==> config.mk <==
export PLATFORM = sky130hd
export DESIGN_NAME = prio_enc_seq
export DESIGN_NICKNAME = d
export VERILOG_FILES = /design/src/rtl/prio_enc_seq.sv
export SDC_FILE = /design/constraint.sdc
export NUM_CORES = 1
export LEC_CHECK = 0
export CORE_ASPECT_RATIO = 1.4
export CORE_UTILIZATION = 30
export DETAILED_ROUTE_END_ITERATION = 8
export PLACE_DENSITY = 0.53
export SLEW_MARGIN = 20
export SYNTH_ARGS = -nofsm -noshare
export SYNTH_HDL_FRONTEND = slang
export SYNTH_SLANG_ARGS = --single-unit
==> constraint.sdc <==
create_clock -name clk -period 5.3 [get_ports clk]
set_input_delay 0.53 -clock clk [delete_from_list [all_inputs] [get_ports clk]]
set_output_delay 0.53 -clock clk [all_outputs]
set_load 0.005 [all_outputs]
==> src/rtl/prio_enc_seq.sv <==
// prio_enc_seq: registered N-line priority encoder with per-line mask, sticky pending
// capture, a valid/ack grant handshake and 74HC148-style cascade outputs (ei_n/gs_n/eo_n).
// Optional build macro PRIO_ENC_ROUND_ROBIN_EN replaces fixed highest-index priority with a
// rotating pointer so the line just served drops to lowest priority.
module prio_enc_seq #(
    parameter int unsigned N              = 8,
    parameter int unsigned W              = $clog2(N),
    parameter bit          REQ_ACTIVE_LOW = 1'b1
) (
    input  logic         clk,
    input  logic         rst_n,
    input  logic         ei_n,
    input  logic [N-1:0] req_in,
    input  logic         mask_we,
    input  logic [N-1:0] mask_din,
    input  logic         ack,
    output logic [W-1:0] code,
    output logic         valid,
    output logic         gs_n,
    output logic         eo_n,
    output logic [N-1:0] pending
);

    typedef enum logic [0:0] {StIdle, StPresent} state_e;

    state_e       state;
    logic [N-1:0] mask_q, mask_d;
    logic [N-1:0] req_active;
    logic [N-1:0] clr_vec;
    logic [N-1:0] pending_d;
    logic [N-1:0] cand, cand_next;
    logic         ack_ok;
    logic [W-1:0] pick_now, pick_next;

    // Request polarity, accepted ack, and next-state pending/candidate vectors
    always_comb begin
        req_active = REQ_ACTIVE_LOW ? ~req_in : req_in;
        ack_ok     = ack & valid;
        clr_vec    = '0;
        if (ack_ok) begin
            clr_vec[code] = 1'b1;
        end
        // Set after clear: a line still requesting on its ack cycle stays pending
        pending_d = (pending & ~clr_vec) | (req_active & ~mask_q);
        mask_d    = mask_we ? mask_din : mask_q;
        cand      = pending & ~mask_q;
        cand_next = pending_d & ~mask_d;
    end

`ifdef PRIO_ENC_ROUND_ROBIN_EN
    logic [W-1:0] ptr_q, ptr_d;

    // First candidate scanning downward from start-1, wrapping; start itself is checked last
    function automatic logic [W-1:0] pick_rr(input logic [N-1:0] vec, input logic [W-1:0] start);
        logic [W-1:0] idx;
        logic [W-1:0] jw;
        logic         found;
        int unsigned  j;
        idx   = '0;
        found = 1'b0;
        for (int unsigned k = 1; k <= N; k++) begin
            j  = (32'(start) + N - k) % N;
            jw = W'(j);
            if (!found && vec[jw]) begin
                idx   = jw;
                found = 1'b1;
            end
        end
        return idx;
    endfunction

    assign ptr_d     = ack_ok ? code : ptr_q;
    assign pick_now  = pick_rr(cand, ptr_q);
    assign pick_next = pick_rr(cand_next, ptr_d);

    // Rotation pointer follows the most recently accepted code
    always_ff @(posedge clk or negedge rst_n) begin
        if (!rst_n) begin
            ptr_q <= '0;
        end else begin
            ptr_q <= ptr_d;
        end
    end
`else
    // Highest set index wins
    function automatic logic [W-1:0] pick_fixed(input logic [N-1:0] vec);
        logic [W-1:0] idx;
        idx = '0;
        for (int unsigned i = 0; i < N; i++) begin
            if (vec[W'(i)]) begin
                idx = W'(i);
            end
        end
        return idx;
    endfunction

    assign pick_now  = pick_fixed(cand);
    assign pick_next = pick_fixed(cand_next);
`endif

    // Mask and sticky pending registers; capture always uses the pre-edge mask
    always_ff @(posedge clk or negedge rst_n) begin
        if (!rst_n) begin
            mask_q  <= '1;
            pending <= '0;
        end else begin
            mask_q  <= mask_d;
            pending <= pending_d;
        end
    end

    // Grant FSM with registered code/valid/gs_n/eo_n
    always_ff @(posedge clk or negedge rst_n) begin
        if (!rst_n) begin
            state <= StIdle;
            code  <= '0;
            valid <= 1'b0;
            gs_n  <= 1'b1;
            eo_n  <= 1'b1;
        end else begin
            unique case (state)
                StIdle: begin
                    if (!ei_n && (cand != '0)) begin
                        code  <= pick_now;
                        valid <= 1'b1;
                        gs_n  <= 1'b0;
                        eo_n  <= 1'b1;
                        state <= StPresent;
                    end else begin
                        eo_n <= !(!ei_n && (cand_next == '0));
                    end
                end
                StPresent: begin
                    if (ack) begin
                        if (!ei_n && (cand_next != '0)) begin
                            // No bubble: next grant loads on the accepting edge
                            code <= pick_next;
                            eo_n <= 1'b1;
                        end else begin
                            valid <= 1'b0;
                            gs_n  <= 1'b1;
                            eo_n  <= !(!ei_n && (cand_next == '0));
                            state <= StIdle;
                        end
                    end else if (ei_n) begin
                        // Grant withdrawn; pending bit is untouched and re-offered later
                        valid <= 1'b0;
                        gs_n  <= 1'b1;
                        eo_n  <= 1'b1;
                        state <= StIdle;
                    end else begin
                        eo_n <= 1'b1;
                    end
                end
                default: begin
                    state <= StIdle;
                    valid <= 1'b0;
                    gs_n  <= 1'b1;
                end
            endcase
        end
    end

endmodule

# Word-level counts from Yosys, hierarchy flattened
# Index checks and enable logic that the tools add are counted.
totals:
  reg_bits: 23
  latch_bits: 0
  mem_bits_rw: 0
  mem_bits_ro: 0
  input_bits: 21
  output_inout_bits: 14
  wordCells: 77
  mem_count: 0
classes:
  addsub: 0
  mul: 0
  div_mod_pow: 0
  magnitude_cmp: 2
  eq_ne: 5
  shift: 0
  mux: 41
  bitwise_logic: 11
  reduce_logical: 11
op_table:
  columns: ["cell", "count"]
  rows:
  - ["$mux W3", 15]
  - ["$and A8 B8 Y8", 4]
  - ["$not A8 Y8", 4]
  - ["$mux W1", 18]
  - ["$mux W8", 2]
  - ["$reduce_bool A8 Y1", 2]
  - ["$logic_not A8 Y1", 1]
  - ["$or A8 B8 Y8", 1]
  - ["$pmux W1 S2", 4]
  - ["$ne A3 B3 Y1 const B", 2]
  - ["$pmux W3 S2", 1]
  - ["$reduce_and A3 Y1", 2]
  - ["$logic_and A1 B1 Y1", 4]
  - ["$lt A3 B4 Y1 const B", 1]
  - ["$ne A2 B2 Y1 const B", 2]
  - ["$demux W1 S3", 1]
  - ["$ge A3 B1 Y1 const B", 1]
  - ["$logic_not A1 Y1", 2]
  - ["$ne A2 B1 Y1 const B", 1]
  - ["$and A1 B1 Y1", 1]
  - ["$not A1 Y1", 1]

# Depth between registers and ports, before layout
# Gate-level depths: netlist of run 1.
logic_depth:
  ltp_word: 19
  depth_mapped: 7
  ltp_nobuf: 6

# Least setup slack after synthesis of run 1
# No wires, ideal clock.
synth_path:
  kind: "in2reg"
  start: "in mask_we"
  end: "reg code[0]"
  setup_ps: 125
  arrival_time_ps: 2041
  required_ps: 5175
  slack_ps: 3134
  stages: 6
  path_buffers: 1
  cell_sequence: "buf_6 -> mux2_4 -> o31ai_1 -> nor3_2 -> a21oi_2 -> mux2_4"
synth_between:
  word_cells_on_any_way: 17
  classes_between: "eq/ne: 1; mux: 11; bitwise: 2; reduce/logical: 3"
synth_rtl:
  columns: ["element", "line_no", "rtl"]
  rows:
  - ["start, declared", "14", "input logic mask_we,"]
  - ["$mux W8 *", "45", "mask_d = mask_we ? mask_din : mask_q;"]
  - ["via mask_d[4]", "27", "logic [N-1:0] mask_q, mask_d;"]
  - ["$not A8 Y8 *", "47", "cand_next = pending_d & ~mask_d;"]
  - ["$and A8 B8 Y8 *", "47", null]
  - ["$mux W3 (4 in a row)", "90", "if (vec[W'(i)]) begin"]
  - ["$mux W3", "135", "if (!ei_n && (cand_next != '0)) begin"]
  - ["$mux W3", "134", "if (ack) begin"]
  - ["$pmux W3 S2", "121", "unique case (state)"]
  - ["end signal, assigned", "124", "code <= pick_now;"]
  - ["end signal, assigned", "137", "code <= pick_next;"]
  - ["end, declared", "17", "output logic [W-1:0] code,"]
# The timed path passes the listed nets; every way through them passes the cells marked *. The select of a mux whose other input is x is not followed.
# A chain may end at the register's enable or synchronous reset.

# Final worst setup path of run 1
layout_path:
  start: "in mask_we"
  end: "reg code[0]"
layout_between:
  elab_chain_cells: 13
  word_cells_on_any_way: 17
  classes_between: "eq/ne: 1; mux: 11; bitwise: 2; reduce/logical: 3"
layout_lines:
  columns: ["element", "line_no"]
  rows:
  - ["$mux W8 *", "45"]
  - ["$not A8 Y8 *", "47"]
  - ["$and A8 B8 Y8 *", "47"]
  - ["$mux W1", "90"]
  - ["$mux W3 (6 in a row)", "90"]
  - ["$mux W3", "135"]
  - ["$mux W3", "134"]
  - ["$pmux W3 S2", "121"]
# Every way passes the cells marked *; elsewhere a longest branch is shown, timed or not. The select of a mux whose other input is x is not followed.

==> results.sh, run 1 <==
export IMPL_ff2ff_setup_slack_ns=3.04
export IMPL_num_fill_cells=469
export IMPL_insertedDiodeCount=0
export IMPL_cts_buffer_depth=2
export IMPL_place_gp_congestion=0.896
export IMPL_start_util=0.313
export IMPL_finClkSkew_ns=0.00153
export IMPL_dp_hpwl_mm=2.83
export IMPL_htreeDepth=1
export IMPL_viasPerCell=5.13
export IMPL_die_h_um=83.4
export IMPL_drive_gt1_frac=0.126
export IMPL_required_ns=5.45
export IMPL_drcViolationCount=0
export IMPL_cp_start_kind="input port"
export IMPL_die_area_um2=5010
export IMPL_drt_met1_wl_mm=1.58
export IMPL_hp_class="reg2reg"
export IMPL_core_um2=4540
export IMPL_grt_first_pass_wirelength_mm=6.12
export IMPL_status="finished, final reports clean"
export IMPL_clock_latency_ns=0.26
export IMPL_routedWlPerCell_um=15.2
export IMPL_final_common_cell="clkdlybuf4s50_1"
export IMPL_p_leak_nw=0.715
export IMPL_hold_viol=0
export IMPL_timing_fmax_ghz=0.350
export IMPL_synthCells=147
export IMPL_via_count=1252
export IMPL_arrival_ns=3.02
export IMPL_ant_nets=0
export IMPL_power_density_nw_per_um2=304
export IMPL_rsz0062_at_grt="no"
export IMPL_rows=29
export IMPL_maxSlewViolCount=0
export IMPL_cts_made_buffers=3
export IMPL_critPathMaxFanout=10
export IMPL_cts_setup_buffers=0
export IMPL_yosysWarningCount=0
export IMPL_antenna_found_initial=0
export IMPL_port_buffers=34
export IMPL_irDropWorstVdd_mv=0.122
export IMPL_totalWireLength_mm=3.71
export IMPL_wl_met3_um=100
export IMPL_layout_common_cells="34 x clkdlybuf4s50_1, 19 x o21ai_0, 13 x inv_1, 13 x dfrtp_1, 11 x nor2_1"
export IMPL_total_power_mw=0.567
export IMPL_min_period_ns=2.86
export IMPL_grt_total_usage=0.162
export IMPL_rr_startpoint="code[0]"
export IMPL_hold_end="gs_n"
export IMPL_maxUsedRoutingLayer="met4"
export IMPL_setup_worst_path_end_class="register"
export IMPL_slew_headroom=0.543
export IMPL_grt_pass1_vias=1276
export IMPL_synth_edf_count=0
export IMPL_synth_flop_cell="dfrtp_1"
export IMPL_drtIter0Drc=22
export IMPL_rr_worst_depth=6
export IMPL_hold_start="gs_n"
export IMPL_synthesis_nets=168
export IMPL_yosysUniqueCellTypes=43
export IMPL_cts_root_buf="clkbuf_8"
export IMPL_cts_hold_buf=0
export IMPL_cts_sinks=23
export IMPL_clkTransAtPathRegs_ns=0.08
export IMPL_drv_cap=0
export IMPL_post_route_period_util=0.540
export IMPL_cts_resized_gates=0
export IMPL_tightest_slew_ns=0.683
export IMPL_synthArstFlopShare=1.00
export IMPL_synth_seq_cells=23
export IMPL_fin_nets=204
export IMPL_synth_cell_area_um2=1420
export IMPL_min_path_cells=2
export IMPL_dr_wl_met2_mm=1.97
export IMPL_setup_viol=0
export IMPL_syn_to_final_growth_pct=31.4
export IMPL_die_w_um=60.1
export IMPL_fin_setup_tns_ns=0
export IMPL_syn_avg_cell_area_um2=9.65
export IMPL_cts_tree="done"
export IMPL_ios=35
export IMPL_worstSetupPathType="in2reg"
export IMPL_regToRegEndpoint="gs_n"
export IMPL_drtPass1Iterations=4
export IMPL_grt_start_max_net_pins=24
export IMPL_seq_area_frac_synth=0.414
export IMPL_grt_ovfl_total=0
-- layer usage --
| metal | track usage | vias to the layer above |
|---|---|---|
| li1 | - | 617 |
| met1 | 0.203 | 604 |
| met2 | 0.276 | 25 |
| met3 | 0.0187 | 6 |
| met4 | 0.0550 | 0 |
| met5 | 0 | - |
-- logic make-up (layout without fill, tap and decap cells) --
kind of cell | count (synthesis) | count (layout) | synth area share
AO/OA/AOI/OAI | 56 | 56 | 0.274
flip-flops | 23 | 23 | 0.414
multiplexers | 10 | 10 | 0.0873
AND/OR/NAND/NOR | 41 | 41 | 0.172
buffers and inverters | 17 | 52 | 0.0520
-- sequential cells by signal (all words and copies together) (netlist names) --
signal and cells:
pending 8, code 3, eo_n 1, state 1, valid 1, gs_n 1
mask_q 8
-- Yosys cell counts, drive strengths merged (3+ instances only) --
library cell	count	area share
nor3	3	0.014
a21oi	8	0.031
buf	3	0.015
nor2	11	0.029
nand2b	8	0.035
mux2	3	0.029
o31ai	4	0.021
dfrtp	13	0.23
mux2i	7	0.058
inv	13	0.034
o311ai	3	0.031
o21ai	20	0.071
dfstp	10	0.19
nor2b	4	0.018
o21bai	4	0.021
nand2	5	0.013
o211ai	4	0.021
-- how the worst max path moves through the flow --
stage            start      end  cells after the start
3_3_place_gp   mask_we  code[0]                      7
2_1_floorplan  mask_we  code[0]                      6
3_5_place_dp   mask_we  code[0]                      7
5_1_grt        mask_we  code[0]                      7
6_report       mask_we  code[0]                      7
4_1_cts        mask_we  code[0]                      7
-- metrics by stage --
stage	std cells	util	cell area, um^2	hold WS, ns	worst slack [ns]
finish	244	0.411	1860	0.507	2.44
CTS	244	0.411	1860	0.506	2.45
global placement	240	0.401	1820	0.485	2.20
detailed placement	240	0.401	1820	0.490	2.16
global route	244	0.411	1860	0.557	2.32
floorplan	147	-	1420	0.234	3.13
-- where the power goes --
group          internal (mW)  switching [mW]
Sequential             0.208          0.0481
Clock                 0.0537          0.0584
Combinational          0.106          0.0926
-- critical path, stage by stage --
cell and delay, ns:
clkdlybuf4s50_1 0.91, mux2i_1 0.39, a211oi_1 0.13, o311ai_1 0.40, nor3_2 0.09, a21oi_2 0.24
mux2_4 0.32
-- layout make-up --
| cell class | instances | area (um^2) | area share |
|---|---|---|---|
| multi-input cells | 107 | 757 | 0.406 |
| flip-flops and latches | 23 | 588 | 0.315 |
| repair buffers | 35 | 348 | 0.187 |
| well taps | 62 | 77.6 | 0.0416 |
| inverters | 13 | 48.8 | 0.0262 |
| clock buffers | 4 | 45.0 | 0.0242 |
No activity file was read; power rests on OpenSTA's default activity.
==> run 2: changes to the inputs <==
--- a/config.mk
+++ b/config.mk
@@ -8,7 +8,7 @@
 export CORE_ASPECT_RATIO = 1.4
 export CORE_UTILIZATION = 30
 export DETAILED_ROUTE_END_ITERATION = 8
-export PLACE_DENSITY = 0.53
+export PLACE_DENSITY = 0.55
 export SLEW_MARGIN = 20
 export SYNTH_ARGS = -nofsm -noshare
 export SYNTH_HDL_FRONTEND = slang
==> constraint.sdc (replaced) <==
create_clock -name clk -period 2.3 [get_ports clk]
set_input_delay 0.23 -clock clk [delete_from_list [all_inputs] [get_ports clk]]
set_output_delay 0.23 -clock clk [all_outputs]
set_load 0.005 [all_outputs]
==> run 2 against run 1 <==
Net effect: total power is 140% higher; critical path depth rose by 1; count of clock-buffer cells in the layout is the same; via count rose by 4.5%; final area grew 6.8%; utilization rose by 2.8 points; die area did not move; combinational power rose to 2.7 times the previous value; sequential share of layout area shrank 2.0 points; critical path type unchanged; largest cell class unchanged; largest power group unchanged.
==> results.sh, run 2 (synthesis results as in run 1) <==
export IMPL_power_switching_mw=0.476
export IMPL_maxSlewViolCount=0
export IMPL_pwr_share_comb=0.390
export IMPL_wl_met3_um=90
export IMPL_clkTransAtPathRegs_ns=0.09
export IMPL_die_w_um=60.1
export IMPL_grt_ovfl_total=0
export IMPL_grt_pass1_vias=1326
export IMPL_slew_headroom=0.721
export IMPL_cell_internal_pwr_mw=0.909
export IMPL_status="finished, final reports clean"
export IMPL_routedWlPerCell_um=14.4
export IMPL_cts_buffer_depth=2
export IMPL_cts_tree="done"
export IMPL_worstPathCellList="clkdlybuf4s50_1, buf_4, mux2i_1, a211oi_1, o311ai_1, nor3_2, a21oi_2, mux2_4"
export IMPL_via_count=1308
export IMPL_port_buffers=34
export IMPL_grt_start_max_net_pins=24
export IMPL_die_area_um2=5010
export IMPL_viasPerCell=5.01
export IMPL_drtPass1Iterations=4
export IMPL_cts_made_buffers=3
export IMPL_die_h_um=83.4
export IMPL_setup_ws_ns=0.190
export IMPL_hp_class="in2async"
export IMPL_clockPowerShare=0.190
export IMPL_antenna_found_initial=0
export IMPL_min_period_ns=2.11
export IMPL_grt_first_pass_wirelength_mm=6.18
export IMPL_layout_common_cells="34 x clkdlybuf4s50_1, 19 x o21ai_0, 18 x buf_4"
export IMPL_finish_instance_area_um2=1990
export IMPL_slowest_delay_ns=0.48
export IMPL_switching_share=0.343
export IMPL_core_um2=4540
export IMPL_num_fill_cells=466
export IMPL_drcViolationCount=0
export IMPL_crit_end="code[0]"
export IMPL_place_ws_ns=-0.125
export IMPL_power_density_nw_per_um2=695
export IMPL_hold_viol=0
export IMPL_rr_startpoint="code[0]"
export IMPL_place_gp_congestion=0.839
export IMPL_cp_start_kind="input port"
export IMPL_ant_nets=0
export IMPL_rr_worst_depth=6
export IMPL_dr_wl_met2_mm=1.96
export IMPL_insertedDiodeCount=0
export IMPL_drive_gt1_frac=0.201
export IMPL_clock_latency_ns=0.27
export IMPL_worstSetupPathType="in2reg"
export IMPL_rows=29
export IMPL_totalWireLength_mm=3.77
export IMPL_crit_path_top_delay_cell="clkdlybuf4s50_1"
export IMPL_timing_fmax_ghz=0.474
export IMPL_fin_nets=221
export IMPL_fin_setup_tns_ns=0
export IMPL_arrival_ns=2.26
export IMPL_setup_viol=0
export IMPL_place_area_um2=1950
export IMPL_ff2ff_setup_slack_ns=0.20
export IMPL_required_ns=2.45
export IMPL_post_route_period_util=0.917
export IMPL_cts_resized_gates=0
export IMPL_htreeDepth=1
export IMPL_grt_total_usage=0.162
export IMPL_critPathMaxFanout=3
export IMPL_irDropWorstVdd_mv=0.313
export IMPL_p_seq_frac=0.420
export IMPL_finClkSkew_ns=0.00976
export IMPL_cts_setup_buffers=0
export IMPL_cts_sinks=23
export IMPL_tightest_slew_ns=0.412
export IMPL_reg_top3="mask_q (8), pending (8), code (3)"
export IMPL_rsz0062_at_grt="no"
export IMPL_start_util=0.313
export IMPL_cts_root_buf="clkbuf_8"
export IMPL_drtIter0Drc=41
export IMPL_critPathLaunch="mask_we"
export IMPL_drt_met1_wl_mm=1.67
export IMPL_drv_cap=0
export IMPL_setup_worst_path_end_class="register"
export IMPL_cts_hold_buf=0
export IMPL_final_common_cell="clkdlybuf4s50_1"
export IMPL_p_leak_nw=0.795
export IMPL_regToRegEndpoint="code[0]"
export IMPL_syn_to_final_growth_pct=40.4
export IMPL_maxUsedRoutingLayer="met4"
export IMPL_ios=35
export IMPL_whs_ns=0.311
export IMPL_dp_hpwl_mm=2.92
[run 2: changes by cell type in the layout (fill, tap and decap cells not counted)]
cell / delta
buf_4: +17
[run 2: final cells by class]
type                       count  area [um^2]  share of cell area
timing repair buffer          52          475               0.239
tap                           62         77.6              0.0389
multi-input combinational    107          757               0.380
clock buffer                   4         45.0              0.0226
inverter                      13         48.8              0.0245
sequential                    23          588               0.295
[run 2: worst max-delay path: cells and delay by family]
kind,cells,cell delay [ns]
compound gates,3,0.72
mux,2,0.59
buf+inv,2,0.63
simple gates,1,0.09
[run 2: worst min path at each step]
stage / endpoint / cells after the start
after floorplan: code[0] / 0
after global placement: gs_n / 2
after detailed placement: gs_n / 2
after CTS: valid / 2
after global routing: valid / 2
final: pending[0] / 2
[run 2: layer usage]
metal | global-route usage | up-vias
li1 | - | 657
met1 | 0.205 | 622
met2 | 0.277 | 25
met3 | 0.0187 | 4
met4 | 0.0507 | 0
met5 | 0 | -
[run 2: power by group through the flow]
stage               Sequential [mW]  Clock (mW)  Combinational (mW)
floorplan                     0.546           0               0.283
global placement              0.588           0               0.538
detailed placement            0.589           0               0.543
CTS                           0.584       0.274               0.546
global route                  0.594       0.284               0.595
finish                        0.582       0.263               0.540
[run 2: stage by stage]
step | cells | power, mW | utilization
3_5_place_dp | 257 | 1.13 | 0.429
3_3_place_gp | 257 | 1.13 | 0.429
2_1_floorplan | 147 | 0.829 | -
5_1_grt | 261 | 1.47 | 0.439
6_report | 261 | 1.38 | 0.439
4_1_cts | 261 | 1.40 | 0.439
==> run 3: changes to the inputs <==
--- a/config.mk
+++ b/config.mk
@@ -6,9 +6,11 @@
 export NUM_CORES = 1
 export LEC_CHECK = 0
 export CORE_ASPECT_RATIO = 1.4
+export CORE_MARGIN = 1.5
 export CORE_UTILIZATION = 30
 export DETAILED_ROUTE_END_ITERATION = 8
 export PLACE_DENSITY = 0.55
+export SKIP_CTS_REPAIR_TIMING = 1
 export SLEW_MARGIN = 20
 export SYNTH_ARGS = -nofsm -noshare
 export SYNTH_HDL_FRONTEND = slang
==> run 3 against run 2 <==
Net effect: final area up 0.38%; clock power down 3%; sequential share of layout area down 0.11 points; via count up 2.7%; die area up 2.9%; utilization up 0.17 points.
==> results.sh, run 3 (synthesis results as in run 1) <==
export IMPL_status="finished, final reports clean"
export IMPL_finish_instance_area_um2=2000
export IMPL_finish_utilization=0.441
export IMPL_place_gp_congestion=0.865
export IMPL_rsz0062_at_grt="no"
export IMPL_drcViolationCount=0
export IMPL_p_leak_nw=0.800
export IMPL_die_w_um=61.1
export IMPL_totalWireLength_mm=3.76
export IMPL_setup_viol=0
export IMPL_insertedDiodeCount=0
export IMPL_setup_worst_path_end_class="register"
export IMPL_routedWlPerCell_um=14.3
export IMPL_start_util=0.313
export IMPL_drv_cap=0
export IMPL_rows=29
export IMPL_cp_start_kind="input port"
export IMPL_clkTransAtPathRegs_ns=0.08
export IMPL_grt_start_max_net_pins=24
export IMPL_irDropWorstVdd_mv=0.296
export IMPL_htreeDepth=1
export IMPL_grt_ovfl_total=0
export IMPL_timing_fmax_ghz=0.474
export IMPL_tightest_slew_ns=0.403
export IMPL_cts_sinks=23
export IMPL_die_area_um2=5160
export IMPL_cts_made_buffers=3
export IMPL_slew_headroom=0.727
export IMPL_place_area_um2=1950
export IMPL_drtIter0Drc=42
export IMPL_post_route_period_util=0.918
export IMPL_ios=35
export IMPL_clock_latency_ns=0.26
export IMPL_port_buffers=34
export IMPL_syn_to_final_growth_pct=40.9
export IMPL_cts_root_buf="clkbuf_8"
export IMPL_dp_hpwl_mm=2.97
export IMPL_slowest_delay_ns=0.48
export IMPL_finClkSkew_ns=0.00343
export IMPL_power_density_nw_per_um2=689
export IMPL_min_period_ns=2.11
export IMPL_viasPerCell=5.13
export IMPL_ff2ff_setup_slack_ns=0.21
export IMPL_fin_setup_tns_ns=0
export IMPL_grt_pass1_vias=1318
export IMPL_crit_path_top_delay_cell="clkdlybuf4s50_1"
export IMPL_crit_family="compound AO/OA/AOI/OAI gates"
export IMPL_critPathMaxFanout=3
export IMPL_required_ns=2.45
export IMPL_layout_common_cells="34 x clkdlybuf4s50_1, 19 x o21ai_0, 19 x buf_4"
export IMPL_grt_total_usage=0.154
export IMPL_worstPathCellList="clkdlybuf4s50_1, buf_4, mux2i_1, a211oi_1, o311ai_1, nor3_2, a21oi_2, mux2_4"
export IMPL_hp_class="in2async"
export IMPL_hold_viol=0
export IMPL_drtPass1Iterations=4
export IMPL_arrival_ns=2.27
export IMPL_worstPathBufferInverterCount=2
export IMPL_ant_nets=0
export IMPL_maxSlewViolCount=0
export IMPL_drive_gt1_frac=0.205
export IMPL_core_um2=4540
export IMPL_worstSetupPathType="in2reg"
export IMPL_cts_tree="done"
export IMPL_fin_nets=222
export IMPL_final_common_cell="clkdlybuf4s50_1"
export IMPL_antenna_found_initial=0
export IMPL_die_h_um=84.4
export IMPL_reg_top3="mask_q (8), pending (8), code (3)"
export IMPL_via_count=1343
export IMPL_cts_buffer_depth=2
export IMPL_grt_first_pass_wirelength_mm=6.10
run 3: cell types whose count changed in the layout (fill, tap and decap cells not counted), sizes merged:
| cell | previous run | this run |
|---|---|---|
| buf | 18 | 19 |
run 3: metrics by stage:
step           std cells  total power [mW]  worst slack, ns  hold WS, ns
6_report             262              1.38            0.189        0.328
5_1_grt              262              1.47           0.0114        0.352
4_1_cts              262              1.40            0.180        0.334
3_5_place_dp         258              1.13           -0.114        0.498
3_3_place_gp         258              1.13          -0.0615        0.486
2_1_floorplan        147             0.829            0.361      -0.0656
run 3: metal layers:
layer / GRT usage / share of wire
met1: 0.187 / 0.42
met2: 0.267 / 0.53
met5: 0 / 0
met4: 0.0494 / 0.017
met3: 0.0247 / 0.035
run 3: final timing paths:
| kind | end | start | cells past startpoint |
|---|---|---|---|
| max | code[0] | mask_we | 8 |
| min reg2reg | gs_n | gs_n | 2 |
| max reg2reg | code[0] | code[2] | 6 |
| max in group asynchronous | mask_q[3] | rst_n | 2 |
| min | pending[6] | rst_n | 2 |
| min in group clk | gs_n | gs_n | 2 |
run 3: power breakdown:
group	total, mW	switching (mW)	internal, mW
clock network	0.256	0.132	0.124
registers	0.575	0.0954	0.480
logic	0.545	0.238	0.307
run 3: layout make-up:
type / instances / area [um^2]
fill: 438 / 2540
multi-input combinational: 107 / 757
sequential: 23 / 588
timing repair buffer: 53 / 483
tap: 62 / 77.6
inverter: 13 / 48.8
clock buffer: 4 / 45.0
run 3: worst reg2reg max path, cell delays in order (launching register included):
cell and delay, ns:
dfrtp_1 0.45, nand3b_1 0.30, o311ai_1 0.42, o311ai_1 0.21, nor3_2 0.19, a21oi_2 0.10, mux2_4 0.30
